===== config.mk =====
export PLATFORM = sky130hd
export DESIGN_NAME = regfile_dbg_master
export DESIGN_NICKNAME = d
export VERILOG_FILES = /design/src/rtl/regfile_dbg_master.sv
export SDC_FILE = /design/constraint.sdc
export NUM_CORES = 1
export LEC_CHECK = 0
export BUFFER_PORTS_ARGS = -buffer_cell sky130_fd_sc_hd__buf_4
export CORE_ASPECT_RATIO = 0.5
export CORE_MARGIN = 3
export CORE_UTILIZATION = 35
export DETAILED_ROUTE_END_ITERATION = 6
export GPL_TIMING_DRIVEN = 0
export PLACE_DENSITY = 0.61
export RECOVER_POWER = 25
export SETUP_SLACK_MARGIN = 0.2
export SLEW_MARGIN = 25
export SYNTH_ARGS = -nofsm -noshare
export SYNTH_HDL_FRONTEND = slang
export SYNTH_SLANG_ARGS = --single-unit

===== constraint.sdc =====
create_clock -name I_clk -period 2.6 [get_ports I_clk]
set_clock_uncertainty 0.05 [all_clocks]
set_input_delay 0.26 -clock I_clk [delete_from_list [all_inputs] [get_ports I_clk]]
set_output_delay 0.26 -clock I_clk [all_outputs]
set_load 0.01 [all_outputs]

===== src/rtl/regfile_dbg_master.sv =====
// Debug-side register file initiator: READ/WRITE/DUMP/CLEAR over valid/ready while the core is halted.
// Define REGDBG_DUMP_EN to build the pair-wise DUMP engine; otherwise DUMP answers with an error response.
module regfile_dbg_master #(
  parameter int unsigned XLEN  = 32,
  parameter int unsigned NREGS = 32,
  parameter int unsigned AW    = 5
) (
  input  logic            I_clk,
  input  logic            I_rst_n,
  input  logic            I_halted,
  input  logic            I_cmd_valid,
  output logic            O_cmd_ready,
  input  logic [1:0]      I_cmd_op,
  input  logic [AW-1:0]   I_cmd_addr,
  input  logic [XLEN-1:0] I_cmd_wdata,
  output logic            O_rsp_valid,
  input  logic            I_rsp_ready,
  output logic [AW-1:0]   O_rsp_addr,
  output logic [XLEN-1:0] O_rsp_data,
  output logic            O_rsp_err,
  output logic            O_busy,
  output logic [AW-1:0]   O_rs1,
  output logic [AW-1:0]   O_rs2,
  output logic [AW-1:0]   O_rd,
  output logic            O_re,
  output logic            O_we,
  output logic [XLEN-1:0] O_data,
  input  logic [XLEN-1:0] I_regval1,
  input  logic [XLEN-1:0] I_regval2
);

  localparam logic [1:0]    OP_READ  = 2'b00;
  localparam logic [1:0]    OP_WRITE = 2'b01;
  localparam logic [1:0]    OP_DUMP  = 2'b10;
  localparam logic [AW-1:0] LAST_IDX = AW'(NREGS - 1);

  typedef enum logic [3:0] {
    ST_IDLE, ST_WR, ST_RD, ST_RDW, ST_DMP, ST_DMPW, ST_RSP0, ST_RSP1, ST_CLR
  } state_e;

  state_e          state_q, state_d;
  logic            idle_q, busy_q;
  logic [AW-1:0]   idx_q, idx_d;
  logic            rsp_valid_q, rsp_valid_d;
  logic [AW-1:0]   rsp_addr_q, rsp_addr_d;
  logic [XLEN-1:0] rsp_data_q, rsp_data_d;
  logic            rsp_err_q, rsp_err_d;
  logic [AW-1:0]   rs1_q, rs1_d;
  logic [AW-1:0]   rd_q, rd_d;
  logic [XLEN-1:0] wdata_q, wdata_d;
  logic            re_q, re_d;
  logic            we_q, we_d;
  logic            cmd_accept_c;

`ifdef REGDBG_DUMP_EN
  localparam logic [AW-1:0] LAST_PAIR = AW'(NREGS / 2 - 1);
  logic [1:0]      op_q, op_d;
  logic [AW-1:0]   pair_q, pair_d;
  logic [AW-1:0]   rs2_q, rs2_d;
  logic [XLEN-1:0] val2_q, val2_d;
  assign O_rs2 = rs2_q;
`else
  logic unused_regval2;
  assign unused_regval2 = ^I_regval2;
  assign O_rs2 = '0;
`endif

  // idle_q is cleared by reset so ready stays low while reset is applied
  assign O_cmd_ready  = idle_q & I_halted;
  assign cmd_accept_c = I_cmd_valid & O_cmd_ready;

  assign O_rsp_valid = rsp_valid_q;
  assign O_rsp_addr  = rsp_addr_q;
  assign O_rsp_data  = rsp_data_q;
  assign O_rsp_err   = rsp_err_q;
  assign O_busy      = busy_q;
  assign O_rs1       = rs1_q;
  assign O_rd        = rd_q;
  assign O_re        = re_q;
  assign O_we        = we_q;
  assign O_data      = wdata_q;

  // Next-state and next-output logic
  always_comb begin
    state_d     = state_q;
    idx_d       = idx_q;
    rsp_valid_d = rsp_valid_q;
    rsp_addr_d  = rsp_addr_q;
    rsp_data_d  = rsp_data_q;
    rsp_err_d   = rsp_err_q;
    rs1_d       = rs1_q;
    rd_d        = rd_q;
    wdata_d     = wdata_q;
    re_d        = 1'b0;
    we_d        = 1'b0;
`ifdef REGDBG_DUMP_EN
    op_d        = op_q;
    pair_d      = pair_q;
    rs2_d       = rs2_q;
    val2_d      = val2_q;
`endif
    case (state_q)
      ST_IDLE: begin
        if (cmd_accept_c) begin
`ifdef REGDBG_DUMP_EN
          op_d = I_cmd_op;
`endif
          rsp_addr_d = I_cmd_addr;
          rsp_data_d = '0;
          rsp_err_d  = 1'b0;
          case (I_cmd_op)
            OP_READ: begin
              state_d = ST_RD;
              re_d    = 1'b1;
              rs1_d   = I_cmd_addr;
            end
            OP_WRITE: begin
              state_d   = ST_WR;
              we_d      = (I_cmd_addr != '0);
              rd_d      = I_cmd_addr;
              wdata_d   = I_cmd_wdata;
              rsp_err_d = (I_cmd_addr == '0);
            end
            OP_DUMP: begin
`ifdef REGDBG_DUMP_EN
              state_d = ST_DMP;
              re_d    = 1'b1;
              pair_d  = '0;
              rs1_d   = '0;
              rs2_d   = AW'(1);
`else
              state_d     = ST_RSP0;
              rsp_valid_d = 1'b1;
              rsp_addr_d  = '0;
              rsp_err_d   = 1'b1;
`endif
            end
            default: begin
              state_d = ST_CLR;
              we_d    = 1'b1;
              rd_d    = AW'(1);
              wdata_d = '0;
              idx_d   = AW'(1);
            end
          endcase
        end
      end
      ST_WR: begin
        state_d     = ST_RSP0;
        rsp_valid_d = 1'b1;
      end
      ST_RD: state_d = ST_RDW;
      ST_RDW: begin
        state_d     = ST_RSP0;
        rsp_valid_d = 1'b1;
        rsp_data_d  = I_regval1;
      end
      // idx_q is the register written this cycle; halt loss reports the next one
      ST_CLR: begin
        if (idx_q == LAST_IDX) begin
          state_d     = ST_RSP0;
          rsp_valid_d = 1'b1;
          rsp_addr_d  = LAST_IDX;
          rsp_data_d  = '0;
          rsp_err_d   = 1'b0;
        end else if (I_halted) begin
          we_d  = 1'b1;
          rd_d  = idx_q + AW'(1);
          idx_d = idx_q + AW'(1);
        end else begin
          state_d     = ST_RSP0;
          rsp_valid_d = 1'b1;
          rsp_addr_d  = idx_q + AW'(1);
          rsp_data_d  = '0;
          rsp_err_d   = 1'b1;
        end
      end
      ST_RSP0: begin
        if (I_rsp_ready) begin
          state_d     = ST_IDLE;
          rsp_valid_d = 1'b0;
`ifdef REGDBG_DUMP_EN
          if (op_q == OP_DUMP && !rsp_err_q) begin
            state_d     = ST_RSP1;
            rsp_valid_d = 1'b1;
            rsp_addr_d  = rs2_q;
            rsp_data_d  = val2_q;
          end
`endif
        end
      end
`ifdef REGDBG_DUMP_EN
      ST_DMP: state_d = ST_DMPW;
      ST_DMPW: begin
        state_d     = ST_RSP0;
        rsp_valid_d = 1'b1;
        rsp_addr_d  = rs1_q;
        rsp_data_d  = I_regval1;
        rsp_err_d   = 1'b0;
        val2_d      = I_regval2;
      end
      // Next pair is only issued while halted; otherwise report its even index as an error
      ST_RSP1: begin
        if (I_rsp_ready) begin
          if (pair_q == LAST_PAIR) begin
            state_d     = ST_IDLE;
            rsp_valid_d = 1'b0;
          end else if (I_halted) begin
            state_d     = ST_DMP;
            rsp_valid_d = 1'b0;
            re_d        = 1'b1;
            pair_d      = pair_q + AW'(1);
            rs1_d       = rs1_q + AW'(2);
            rs2_d       = rs2_q + AW'(2);
          end else begin
            state_d    = ST_RSP0;
            rsp_addr_d = rs1_q + AW'(2);
            rsp_data_d = '0;
            rsp_err_d  = 1'b1;
          end
        end
      end
`endif
      default: state_d = ST_IDLE;
    endcase
  end

  always_ff @(posedge I_clk) begin
    if (!I_rst_n) begin
      state_q     <= ST_IDLE;
      idle_q      <= 1'b0;
      busy_q      <= 1'b0;
      idx_q       <= '0;
      rsp_valid_q <= 1'b0;
      rsp_addr_q  <= '0;
      rsp_data_q  <= '0;
      rsp_err_q   <= 1'b0;
      rs1_q       <= '0;
      rd_q        <= '0;
      wdata_q     <= '0;
      re_q        <= 1'b0;
      we_q        <= 1'b0;
`ifdef REGDBG_DUMP_EN
      op_q        <= '0;
      pair_q      <= '0;
      rs2_q       <= '0;
      val2_q      <= '0;
`endif
    end else begin
      state_q     <= state_d;
      idle_q      <= (state_d == ST_IDLE);
      busy_q      <= (state_d != ST_IDLE);
      idx_q       <= idx_d;
      rsp_valid_q <= rsp_valid_d;
      rsp_addr_q  <= rsp_addr_d;
      rsp_data_q  <= rsp_data_d;
      rsp_err_q   <= rsp_err_d;
      rs1_q       <= rs1_d;
      rd_q        <= rd_d;
      wdata_q     <= wdata_d;
      re_q        <= re_d;
      we_q        <= we_d;
`ifdef REGDBG_DUMP_EN
      op_q        <= op_d;
      pair_q      <= pair_d;
      rs2_q       <= rs2_d;
      val2_q      <= val2_d;
`endif
    end
  end

endmodule


==> out/qor.yml <==
outcome:
  status: "finished, final reports clean"
detailed_routing:
  wl_per_cell_um: 14.67
  vias: 3941
  viasPerCell: 4.896
  wirelength_mm: 11.81
  drtPass1Iterations: 4
  first_iter_violations: 211
  drc: 0
  ant_nets: 0
critical_path:
  critical_path_class: "register to register"
  startpoint_type: "register"
  cp.required_ns: 2.76
  worst-path-buf-inv: 1
  cp_top_family: "compound AO/OA/AOI/OAI gates"
  slowest_stage: "dfxtp_1"
  cpMostUsedCell: "ha_1"
  cp_max_fo: 9
  worstPathCellList: "ha_1, nand3_1, inv_1, ha_1, nand3b_4, o211a_4, nor2_1, a2111oi_1"
  cp-end-kind: "register"
  slowest_delay_ns: 0.38
  arrival_ns: 2.33
floorplanning:
  start_util_pct: 36.32
  chipHeight_um: 82.06
  fp.dieW_um: 158.1
  num_rows: 27
  dieArea_mm2: 0.01297
  fp.coreArea_mm2: 0.01115
  pin_count: 198
final_layout:
  fin_area_mm2: 0.005588
  fin_nets: 772
  nFillCells: 1165
  areaGrowthSynthToFinish_pct: 38.01
  finalNonFillerCells: 805
  diodes: 0
  drive_above_1_share_pct: 25.45
clock_tree:
  hold_buffers: 0
  root_buffer: "clkbuf_16"
  clock-sinks: 94
  clk_path_buf_depth: 2
  cts_tree: "done"
  cts_buffers: 9
  cts.clk_slew.worst_paths_ns: 0.07
  cts_max_level: 3
  insertion_delay_ns: 0.33
logic_synthesis:
  netlist_top_cells_count: "dfxtp_1, a21oi_1, nand3_1, nand2_1, clkbuf_1"
  ys_warn_count: 0
  synth_area_leaders: "dfxtp_1, a21oi_1, nand3_1"
  synthArstFlopShare_pct: 0
  synth_seq_cells: 94
  synth.most_common_cell: "dfxtp_1"
  synth-edff-count: 0
  synth_top_area_share_pct: 46.48
  ys.flop_type: "dfxtp_1"
  synth_area_mm2: 0.004049
  syn_avg_cell_area_um2: 8.400
  syn_inst: 482
  synth_top_area_cell: "dfxtp_1"
  synth_cell_types: 52
  seq_area_frac_synth_pct: 46.48
grt:
  grt_pass1_vias: 3525
  antenna_found_initial: 0
  gr-total-overflow: 0
  grt_pass1_wl_mm: 18.02
  track_usage_pct: 17.25
  grt_max_degree: 16
place:
  post_dp_cell_area_mm2: 0.005439
  gp_congestion: 0.7994
  port_buffers: 159
  dp.final_hpwl_mm: 8.898
  placedCellCount: 790
timing:
  relSlewSlack_pct: 55.33
  fin_tns_setup_ns: 0
  setup_viol: 0
  max_freq_mhz: 461.8
  post-route-min-period_ns: 2.166
  rsz0062_at_grt: "no"
  hold_violations: 0
  tightestPinTransition_ns: 0.6628
  post-route-period-util_pct: 83.29
  drv_slew: 0
pwr:
  leakagePower_nw: 2.276
  power_density_mw_per_mm2: 565.0
  peakVddDrop_mv: 0.3158
  power_mw: 3.157
min_path:
  hold_class: "primary input to register"
run:
  cap_violations: 0
[worst paths after layout]
check | startpoint | to | slack, ns | depth (start not counted)
setup / recovery | idx_q[0]$_SDFFE_PN0P_ | O_rsp_err$_SDFFE_PN0P_ | 0.43 | 8
hold / removal | I_regval1[10] | O_rsp_data[10]$_SDFFE_PN0P_ | 0.12 | 3
setup reg to reg | idx_q[0]$_SDFFE_PN0P_ | O_rsp_err$_SDFFE_PN0P_ | 0.43 | 8
hold reg to reg | O_data[29]$_SDFFE_PN0P_ | O_data[29]$_SDFFE_PN0P_ | 0.40 | 2
[worst min-delay path, delay by kind of cell]
kind	cells	cell delay (ns)
buf+inv	1	0.11
simple gates	1	0.05
compound gates	1	0.05
[logic make-up (layout without fill, tap and decap cells)]
kind of cell	Yosys count	count (layout)	share of synthesized area, %
simple gates	203	203	24.60
compound gates	115	115	17.61
flops	94	94	46.48
buf+inv	53	227	6.798
fa+ha+maj	8	8	2.472
mux	6	6	1.514
xor+xnor	2	2	0.4327
other cells	1	5	0.09262
[repair_timing]
action	CTS	global route
buffers inserted	0	0
gates resized for setup	0	5
endpoints found under the setup margin	0	29
[cell type report]
cell class	count	area (um^2)	area share, %
plain buffers	44	249.0	4.456
inverters	9	33.78	0.6046
clock buffers	9	225.2	4.030
well taps	145	181.4	3.247
repair buffers	159	1028	18.41
multi-input cells	339	1924	34.44
clock inverters	6	63.81	1.142
flip-flops and latches	94	1882	33.68
[per-stage QoR]
step	util (%)	hold WS [ns]	worst slack, ns
finish	50.12	0.1210	0.4344
global route	50.12	0.1083	0.3031
CTS	51.38	0.1114	0.3112
detailed placement	48.79	0.3969	0.3287
global placement	48.79	0.3884	0.3503
floorplan	-	0.3460	0.6983
[sequential cells by signal, indices dropped and copies added, names as in the netlist]
name,count
O_re,1
O_rsp_addr,5
idle_q,1
O_rsp_err,1
O_rsp_data,32
O_we,1
O_busy,1
state_q,4
O_data,32
O_rd,5
O_rsp_valid,1
O_rs1,5
idx_q,5
[routing by layer]
layer  part of all wire (%)  GRT usage [%]  up-vias  routed length [um]
met4                   0.41          2.833        0                  49
li1                       -              -     2013                   -
met3                    7.2          5.789        5                 851
met2                     43          25.85      114                5109
met1                     49          24.47     1809                5798
met5                      0              0        -                   0
[report_power, final]
part           switching (mW)  total, mW  internal [mW]  leakage (nW)
clock network           0.552       1.29          0.738         0.137
registers              0.0183       1.49           1.47         0.759
logic                   0.205      0.380          0.174          1.38
total                   0.776       3.16           2.38          2.28
[cells in the final DEF, fill, tap and decap left out, types with 8 or more instances in the layout]
master,count
nor2_1,19
nand2_1,75
nand3_1,76
dfxtp_1,94
inv_1,8
ha_1,8
a21oi_1,77
buf_4,127
clkbuf_1,66
clkbuf_16,9
o21ai_0,8
Power figures use the tool's default switching activity.
